[src/rtl/inert_pkg.sv]
// Shared types and SPI command words for the inertial sensor front-end.
package inert_pkg;

  typedef enum logic [3:0] {
    INIT_WAIT,
    INIT1,
    INIT2,
    INIT3,
    INIT4,
    IDLE,
    RD_PL,
    RD_PH,
    RD_AL,
    RD_AH
  } state_t;

  // Init writes: INT on data-ready, accel 208 Hz +/-2 g, gyro 208 Hz 250 dps, rounding on
  localparam logic [15:0] CMD_INIT1 = 16'h0D02;
  localparam logic [15:0] CMD_INIT2 = 16'h1053;
  localparam logic [15:0] CMD_INIT3 = 16'h1150;
  localparam logic [15:0] CMD_INIT4 = 16'h1460;

  // Byte reads: pitch rate L/H, Z acceleration L/H
  localparam logic [15:0] CMD_RD_PL = 16'hA400;
  localparam logic [15:0] CMD_RD_PH = 16'hA500;
  localparam logic [15:0] CMD_RD_AL = 16'hAC00;
  localparam logic [15:0] CMD_RD_AH = 16'hAD00;

endpackage

[src/rtl/inert_intf.sv]
// Inertial sensor front-end: configures the sensor over SPI after power-up, then reads
// pitch rate and Z acceleration on each data-ready interrupt.
import inert_pkg::*;

module inert_intf #(
  parameter int unsigned INIT_WAIT_W = 16
) (
  input  logic        clk,
  input  logic        rst_n,
  input  logic        INT,
  input  logic        done,
  input  logic [15:0] rd_data,
  output logic        wrt,
  output logic [15:0] cmd,
  output logic        vld,
  output logic [15:0] ptch_rt,
  output logic [15:0] az
);

  state_t                 state_q, state_d;
  logic [INIT_WAIT_W-1:0] cnt_q, cnt_d;
  logic                   INT_ff1, INT_ff2;
  logic                   wrt_q, wrt_d;
  logic [15:0]            cmd_q, cmd_d;
  logic                   vld_q, vld_d;
  logic [7:0]             pl_q, pl_d, ph_q, ph_d, al_q, al_d, ah_q, ah_d;
  logic [15:0]            ptch_q, ptch_d, az_q, az_d;

  // Only the low byte of each read-back carries register data.
  logic unused_rd_hi;
  assign unused_rd_hi = ^rd_data[15:8];

  always_ff @(posedge clk or negedge rst_n) begin
    if (!rst_n) begin
      state_q <= INIT_WAIT;
      cnt_q   <= '0;
      INT_ff1 <= 1'b0;
      INT_ff2 <= 1'b0;
      wrt_q   <= 1'b0;
      cmd_q   <= 16'h0000;
      vld_q   <= 1'b0;
      pl_q    <= 8'h00;
      ph_q    <= 8'h00;
      al_q    <= 8'h00;
      ah_q    <= 8'h00;
      ptch_q  <= 16'h0000;
      az_q    <= 16'h0000;
    end else begin
      state_q <= state_d;
      cnt_q   <= cnt_d;
      INT_ff1 <= INT;
      INT_ff2 <= INT_ff1;
      wrt_q   <= wrt_d;
      cmd_q   <= cmd_d;
      vld_q   <= vld_d;
      pl_q    <= pl_d;
      ph_q    <= ph_d;
      al_q    <= al_d;
      ah_q    <= ah_d;
      ptch_q  <= ptch_d;
      az_q    <= az_d;
    end
  end

  always_comb begin
    state_d = state_q;
    cnt_d   = cnt_q;
    wrt_d   = 1'b0;
    cmd_d   = cmd_q;
    vld_d   = 1'b0;
    pl_d    = pl_q;
    ph_d    = ph_q;
    al_d    = al_q;
    ah_d    = ah_q;
    ptch_d  = ptch_q;
    az_d    = az_q;

    unique case (state_q)
      INIT_WAIT: begin
        // Counter wraps back to 0 on exit and is idle afterwards.
        cnt_d = cnt_q + 1'b1;
        if (&cnt_q) begin
          state_d = INIT1;
          wrt_d   = 1'b1;
          cmd_d   = CMD_INIT1;
        end
      end
      INIT1: begin
        if (done) begin
          state_d = INIT2;
          wrt_d   = 1'b1;
          cmd_d   = CMD_INIT2;
        end
      end
      INIT2: begin
        if (done) begin
          state_d = INIT3;
          wrt_d   = 1'b1;
          cmd_d   = CMD_INIT3;
        end
      end
      INIT3: begin
        if (done) begin
          state_d = INIT4;
          wrt_d   = 1'b1;
          cmd_d   = CMD_INIT4;
        end
      end
      INIT4: begin
        if (done) begin
          state_d = IDLE;
        end
      end
      IDLE: begin
        if (INT_ff2) begin
          state_d = RD_PL;
          wrt_d   = 1'b1;
          cmd_d   = CMD_RD_PL;
        end
      end
      RD_PL: begin
        if (done) begin
          pl_d    = rd_data[7:0];
          state_d = RD_PH;
          wrt_d   = 1'b1;
          cmd_d   = CMD_RD_PH;
        end
      end
      RD_PH: begin
        if (done) begin
          ph_d    = rd_data[7:0];
          state_d = RD_AL;
          wrt_d   = 1'b1;
          cmd_d   = CMD_RD_AL;
        end
      end
      RD_AL: begin
        if (done) begin
          al_d    = rd_data[7:0];
          state_d = RD_AH;
          wrt_d   = 1'b1;
          cmd_d   = CMD_RD_AH;
        end
      end
      RD_AH: begin
        if (done) begin
          // Both words load on the same edge that raises vld, so they never tear.
          ah_d    = rd_data[7:0];
          state_d = IDLE;
          vld_d   = 1'b1;
          ptch_d  = {ph_q, pl_q};
          az_d    = {ah_d, al_q};
        end
      end
      default: begin
        state_d = INIT_WAIT;
      end
    endcase
  end

  assign wrt     = wrt_q;
  assign cmd     = cmd_q;
  assign vld     = vld_q;
  assign ptch_rt = ptch_q;
  assign az      = az_q;

endmodule

[config.mk]
export PLATFORM = sky130hd
export DESIGN_NAME = inert_intf
export DESIGN_NICKNAME = d
export VERILOG_FILES = /design/src/rtl/inert_pkg.sv /design/src/rtl/inert_intf.sv
export SDC_FILE = /design/constraint.sdc
export NUM_CORES = 1
export LEC_CHECK = 0
export BUFFER_PORTS_ARGS = -buffer_cell sky130_fd_sc_hd__clkbuf_2
export CORE_UTILIZATION = 35
export CTS_CLUSTER_SIZE = 12
export DETAILED_ROUTE_END_ITERATION = 10
export GPL_TIMING_DRIVEN = 1
export PLACE_DENSITY = 0.58
export SKIP_LAST_GASP = 1
export SYNTH_ARGS = -nofsm -noshare
export SYNTH_HDL_FRONTEND = slang
export SYNTH_SLANG_ARGS = --single-unit
export TNS_END_PERCENT = 1
[constraint.sdc]
create_clock -name clk -period 2.6 [get_ports clk]
set_clock_uncertainty 0.05 [all_clocks]
set_input_delay 0.26 -clock clk [delete_from_list [all_inputs] [get_ports clk]]
set_output_delay 0.26 -clock clk [all_outputs]
set_load 0.02 [all_outputs]
==> After elaboration in Yosys (flattened, before gate mapping) <==
Index checks and enable logic that the tools add are counted.
W data, S select, Z words.
{ "word_totals": {"ff_bits": 96, "latchBits": 0, "ramBits": 0, "rom_bits": 0, "out_inout_bits": 50, "word_cells": 66, "n_memories": 0} }
{ "op_classes": {"add_sub_neg": 1, "multipliers": 0, "n_div": 0, "n_lt_le_gt_ge": 0, "n_eq_ne": 18, "shifts": 0, "muxes": 24, "bitwise": 0, "reduce_logical": 11} }
{ "op_table": {"columns": ["op", "count"], "rows": [
  ["$mux W16", 8],
  ["$pmux W16 S8", 1],
  ["$mux W4", 9],
  ["$pmux W4 S9", 1],
  ["$reduce_and A9 Y1", 2],
  ["$add A16 B1 Y16 const B", 1],
  ["$eq A4 B3 Y1 const B", 4],
  ["$ne A2 B2 Y1 const B", 8],
  ["$reduce_and A16 Y1", 1],
  ["$eq A4 B2 Y1 const B", 2],
  ["$eq A4 B4 Y1 const B", 2],
  ["$reduce_and A2 Y1", 4],
  ["$reduce_bool A8 Y1", 1],
  ["$reduce_or A6 Y1", 1],
  ["$eq A4 B1 Y1 const B", 1],
  ["$logic_not A4 Y1", 1],
  ["$mux W1", 4],
  ["$pmux W1 S3", 1],
  ["$ne A2 B1 Y1 const B", 1],
  ["$reduce_or A2 Y1", 1]
]} }

==> Logic depth before layout (Yosys ltp) <==
{ "logic_depth": {"word_depth": 4, "ltp_mapped": 7} }

==> Worst setup path before layout <==
Ideal clock, no wire load.
{ "synth_timing": {"kind": "register -> register", "startpoint": "reg state_q[3]", "endpoint": "reg cmd_q[10] (netlist: cmd[10])", "t_arrival_ns": 1.714, "required_time_ns": 2.425, "slack_ns": 0.711, "path_stages_with_launch": 7, "n_path_buf": 2, "synth_period_minus_slack_ns": 1.889, "cell_sequence": "dfrtp_1 > buf_6 > nor4_4 > and3_4 > a31oi_4 > buf_6 > mux2_4"} }
{ "synth_between": {"elab_chain_cells": 3, "elab_cells_between_ends": 19} }
{ "synth_lines": {"columns": ["item", "line_no", "text"], "rows": [
  ["start: declaration", "inert_intf.sv:20", "state_t state_q, state_d;"],
  ["start signal: assignment", "inert_intf.sv:49", "state_q <= state_d;"],
  ["$eq A4 B4 Y1, or another cell as far along", "inert_intf.sv:78", "unique case (state_q)"],
  ["$reduce_bool A8 Y1 (no source line) or $ne A2 B2 Y1 (tied branches)", null, null],
  ["$reduce_and A9 Y1 (no source line)", null, null],
  ["end signal: assignment", "inert_intf.sv:54", "cmd_q <= cmd_d;"],
  ["end: declaration", "inert_intf.sv:24", "logic [15:0] cmd_q, cmd_d;"]
]} }
Several ways; a longest one is shown, not always the timed one.
A chain may end at the register's enable or synchronous reset.

==> Final worst setup path <==
{ "layout_timing": {"startpoint": "reg state_q[0]", "endpoint": "reg cmd_q[1] (netlist: cmd[1])"} }
Same word-level chain as after synthesis.

==> summary.txt <==
Setup path
  – CP Launch Type: register
  – Worst Path Max Fanout: 16
  – Ordered cell list for the critical path: nor2b_1 > o21ai_0 > nand3_1 > a31oi_4 > mux2_2
  – CP max stage delay: 0.58 ns
  – CP max-delay cell: dfrtp_1
  – Top delay family on crit path: compound AO/OA/AOI/OAI gates
  – Critical Path RT: 2.78 ns
  – Crit end category: register
  – CP Class: register to register
  – CP arrival: 2.32 ns
  – Buf/Inv on CP: 0

Final layout
  – Nets: 345
  – Layout cells sized above 1: 45.9%
  – Area delta synth->final: 17.9%
  – Ant. Diodes: 0
  – Final Util: 42.5%
  – Fillcell total: 1,002
  – Fin cells: 465

Routing
  – WL per Instance: 13.3 um
  – DRT iter0 DRCs: 66
  – Post-route ant nets: 0
  – DRC: 0
  – Overall routed net length: 6170 um
  – Vias per cell: 4.54
  – Vias: 2,112
  – Initial DRT Pass Iterations: 4

Global routing
  – GRT Total Usage: 12.3%
  – First-pass GRT wire length: 10,600 um
  – Initial antenna violation count: 0
  – Largest net degree at the start of global routing: 48
  – Grt ovf: 0
  – Number of global-route vias before repair: 2,161

Logic synthesis
  – Post-synth cell types: 39
  – Ys flop type: dfrtp_1
  – Largest cells by area after synthesis: dfrtp_1 (60%), mux2_2 (18%), xnor2_1 (2.8%)
  – Post-synth EDFFs: 0
  – Yosys reg bits: 89
  – Asr flop ratio synth: 100%
  – Post-Syn Instances: 265
  – Top cells by count, synth: dfrtp_1 (89), mux2_2 (59), nand2_1 (15), xnor2_1 (12), nor2_1 (11)
  – Synth warnings: 0
  – Synth area leader: dfrtp_1
  – Post-Syn Area: 3700 um2
  – Sequential area share after synthesis: 60.2%
  – Share of the synthesized area in the top cell type: 60.2%
  – Top-count cell post-synth: dfrtp_1
  – Syn_area_per_cell: 14.0 um2

STA
  – Fmax: 468 MHz
  – Final hold viol count: 0
  – Final Setup Violations: 0
  – RSZ-0062 raised after global routing: no
  – Tmin final: 2.14 ns
  – Setup TNS: 0 ns
  – Tcrit/Tclk final: 82.2%
  – Slew of the pin with the lowest slew margin: 0.600 ns
  – Final WS setup: 0.463 ns
  – Pins Over Slew Limit: 0
  – Rel. slew slack: 60.0%

Clock tree
  – Htree depth: 3
  – Post-cts hold buffer count: 2
  – Root cell of the clock tree: clkbuf_8
  – TritonCTS Sinks: 89
  – Setup bufs post-CTS: 0
  – Clk Latency, worst-skew pair: 0.34 ns
  – Post-CTS sizing: 0
  – CTS tree: yes
  – Worst-path clk slew: 0.09 ns
  – Longest Clk Path Bufs: 2
  – Total CTS buffers: 9

Die
  – Num ports: 70
  – Die area: 11,000 um2
  – # rows: 37
  – Initial cell density of the core: 36.0%
  – Die Y: 105 um
  – Area of the core: 10,300 um2
  – Die X: 105 um

Pwr
  – Power per cell area: 1050 nW/um2
  – Total power: 0.00456 W
  – P_leak: 2.17 nW
  – Max VDD drop: 0.381 mV

Placed design
  – Dpl hpwl: 4080 um
  – Port Buffers: 56
  – GPL Wtd Cong: 0.749
  – Post-placement cell count: 447
  – Pre-CTS setup slack: 0.467 ns

Worst hold path
  – Hold Path Class: input port to register

Job
  – Total of max-cap violations: 0

Outcome
  – Status: completed
-- per-layer routing --
metal	wire, um	global-route usage (%)	share of wire [%]	vias to the layer above
met1	2990	16.2	48	1059
met4	76	4.23	1.2	0
li1	-	-	-	1009
met2	2910	19.6	47	39
met3	193	3.37	3.1	5
met5	0	0	0	-
-- sequential cells by signal (all words and copies together), names as in the netlist --
register,flops
pl_q,8
vld,1
ph_q,8
state_q,4
cnt_q,16
INT_ff2,1
INT_ff1,1
ptch_rt,16
wrt,1
al_q,8
cmd,9
az,16
-- area by class of cell --
type	count	area, um2	area share (%)
inverters	3	11.3	0.258
flip-flops and latches	89	2230	51.0
well taps	136	170	3.90
repair buffers	64	373	8.54
clock inverters	7	103	2.35
clock buffers	9	124	2.84
multi-input cells	157	1360	31.1
-- cells in the final DEF (no fill, tap or decap), types with 2 or more instances in the layout --
cell           instances
clkinvlp_4             3
buf_12                 2
and3_1                 7
inv_1                  3
bufinv_16              2
nand2b_1               2
clkbuf_2              55
nand2_1               15
nor2_1                11
a21oi_1                3
nand3_1                8
mux2_4                 6
xor2_1                 4
clkbuf_8               9
dfrtp_1               89
dlygate4sd3_1          2
nand4_1                2
and2b_1                2
conb_1                 5
buf_4                  5
xnor2_1               12
nor2b_1                3
mux2_2                59
-- cells by family (layout without fill, tap and decap cells) --
logic type                 after synthesis  in the layout  share of synthesized area (%)
and+or+nand+nor                         57             57                           8.55
xor gates and xnor gates                16             16                           3.79
AOI/OAI and AO/OA                       12             12                           2.64
adders and majority gates                1              1                          0.338
other                                    1              5                          0.101
muxes                                   66             66                           20.7
DFF                                     89             89                           60.2
buffers and inverters                   23             83                           3.75
-- power by group --
group | internal [W] | switching [W] | leakage (nW) | total (W)
Combinational | 0.000691 | 0.000718 | 0.890 | 0.00141
Clock | 0.000551 | 0.000501 | 0.104 | 0.00105
Sequential | 0.00180 | 0.000297 | 1.17 | 0.00210
Total | 0.00305 | 0.00152 | 2.17 | 0.00456
-- per-stage QoR --
step / cell area, um2 / hold slack, ns
4_1_cts: 4360 / 0.119
3_5_place_dp: 4120 / 0.262
2_1_floorplan: 3720 / -0.0856
6_report: 4360 / 0.140
3_3_place_gp: 4120 / 0.257
5_1_grt: 4360 / 0.116
-- final timing paths --
kind / start / end / slack (ns) / cells past startpoint
max: state_q[0] / cmd[1] / 0.46 / 5
min: rd_data[0] / al_q[0] / 0.14 / 2
max reg2reg: state_q[0] / cmd[1] / 0.46 / 5
min reg2reg: INT_ff1 / INT_ff2 / 0.31 / 0
max in group asynchronous: rst_n / ptch_rt[15] / 1.45 / 3
min in group asynchronous: rst_n / az[8] / 0.41 / 2
Note: power is estimated with default switching activity, not from simulation.
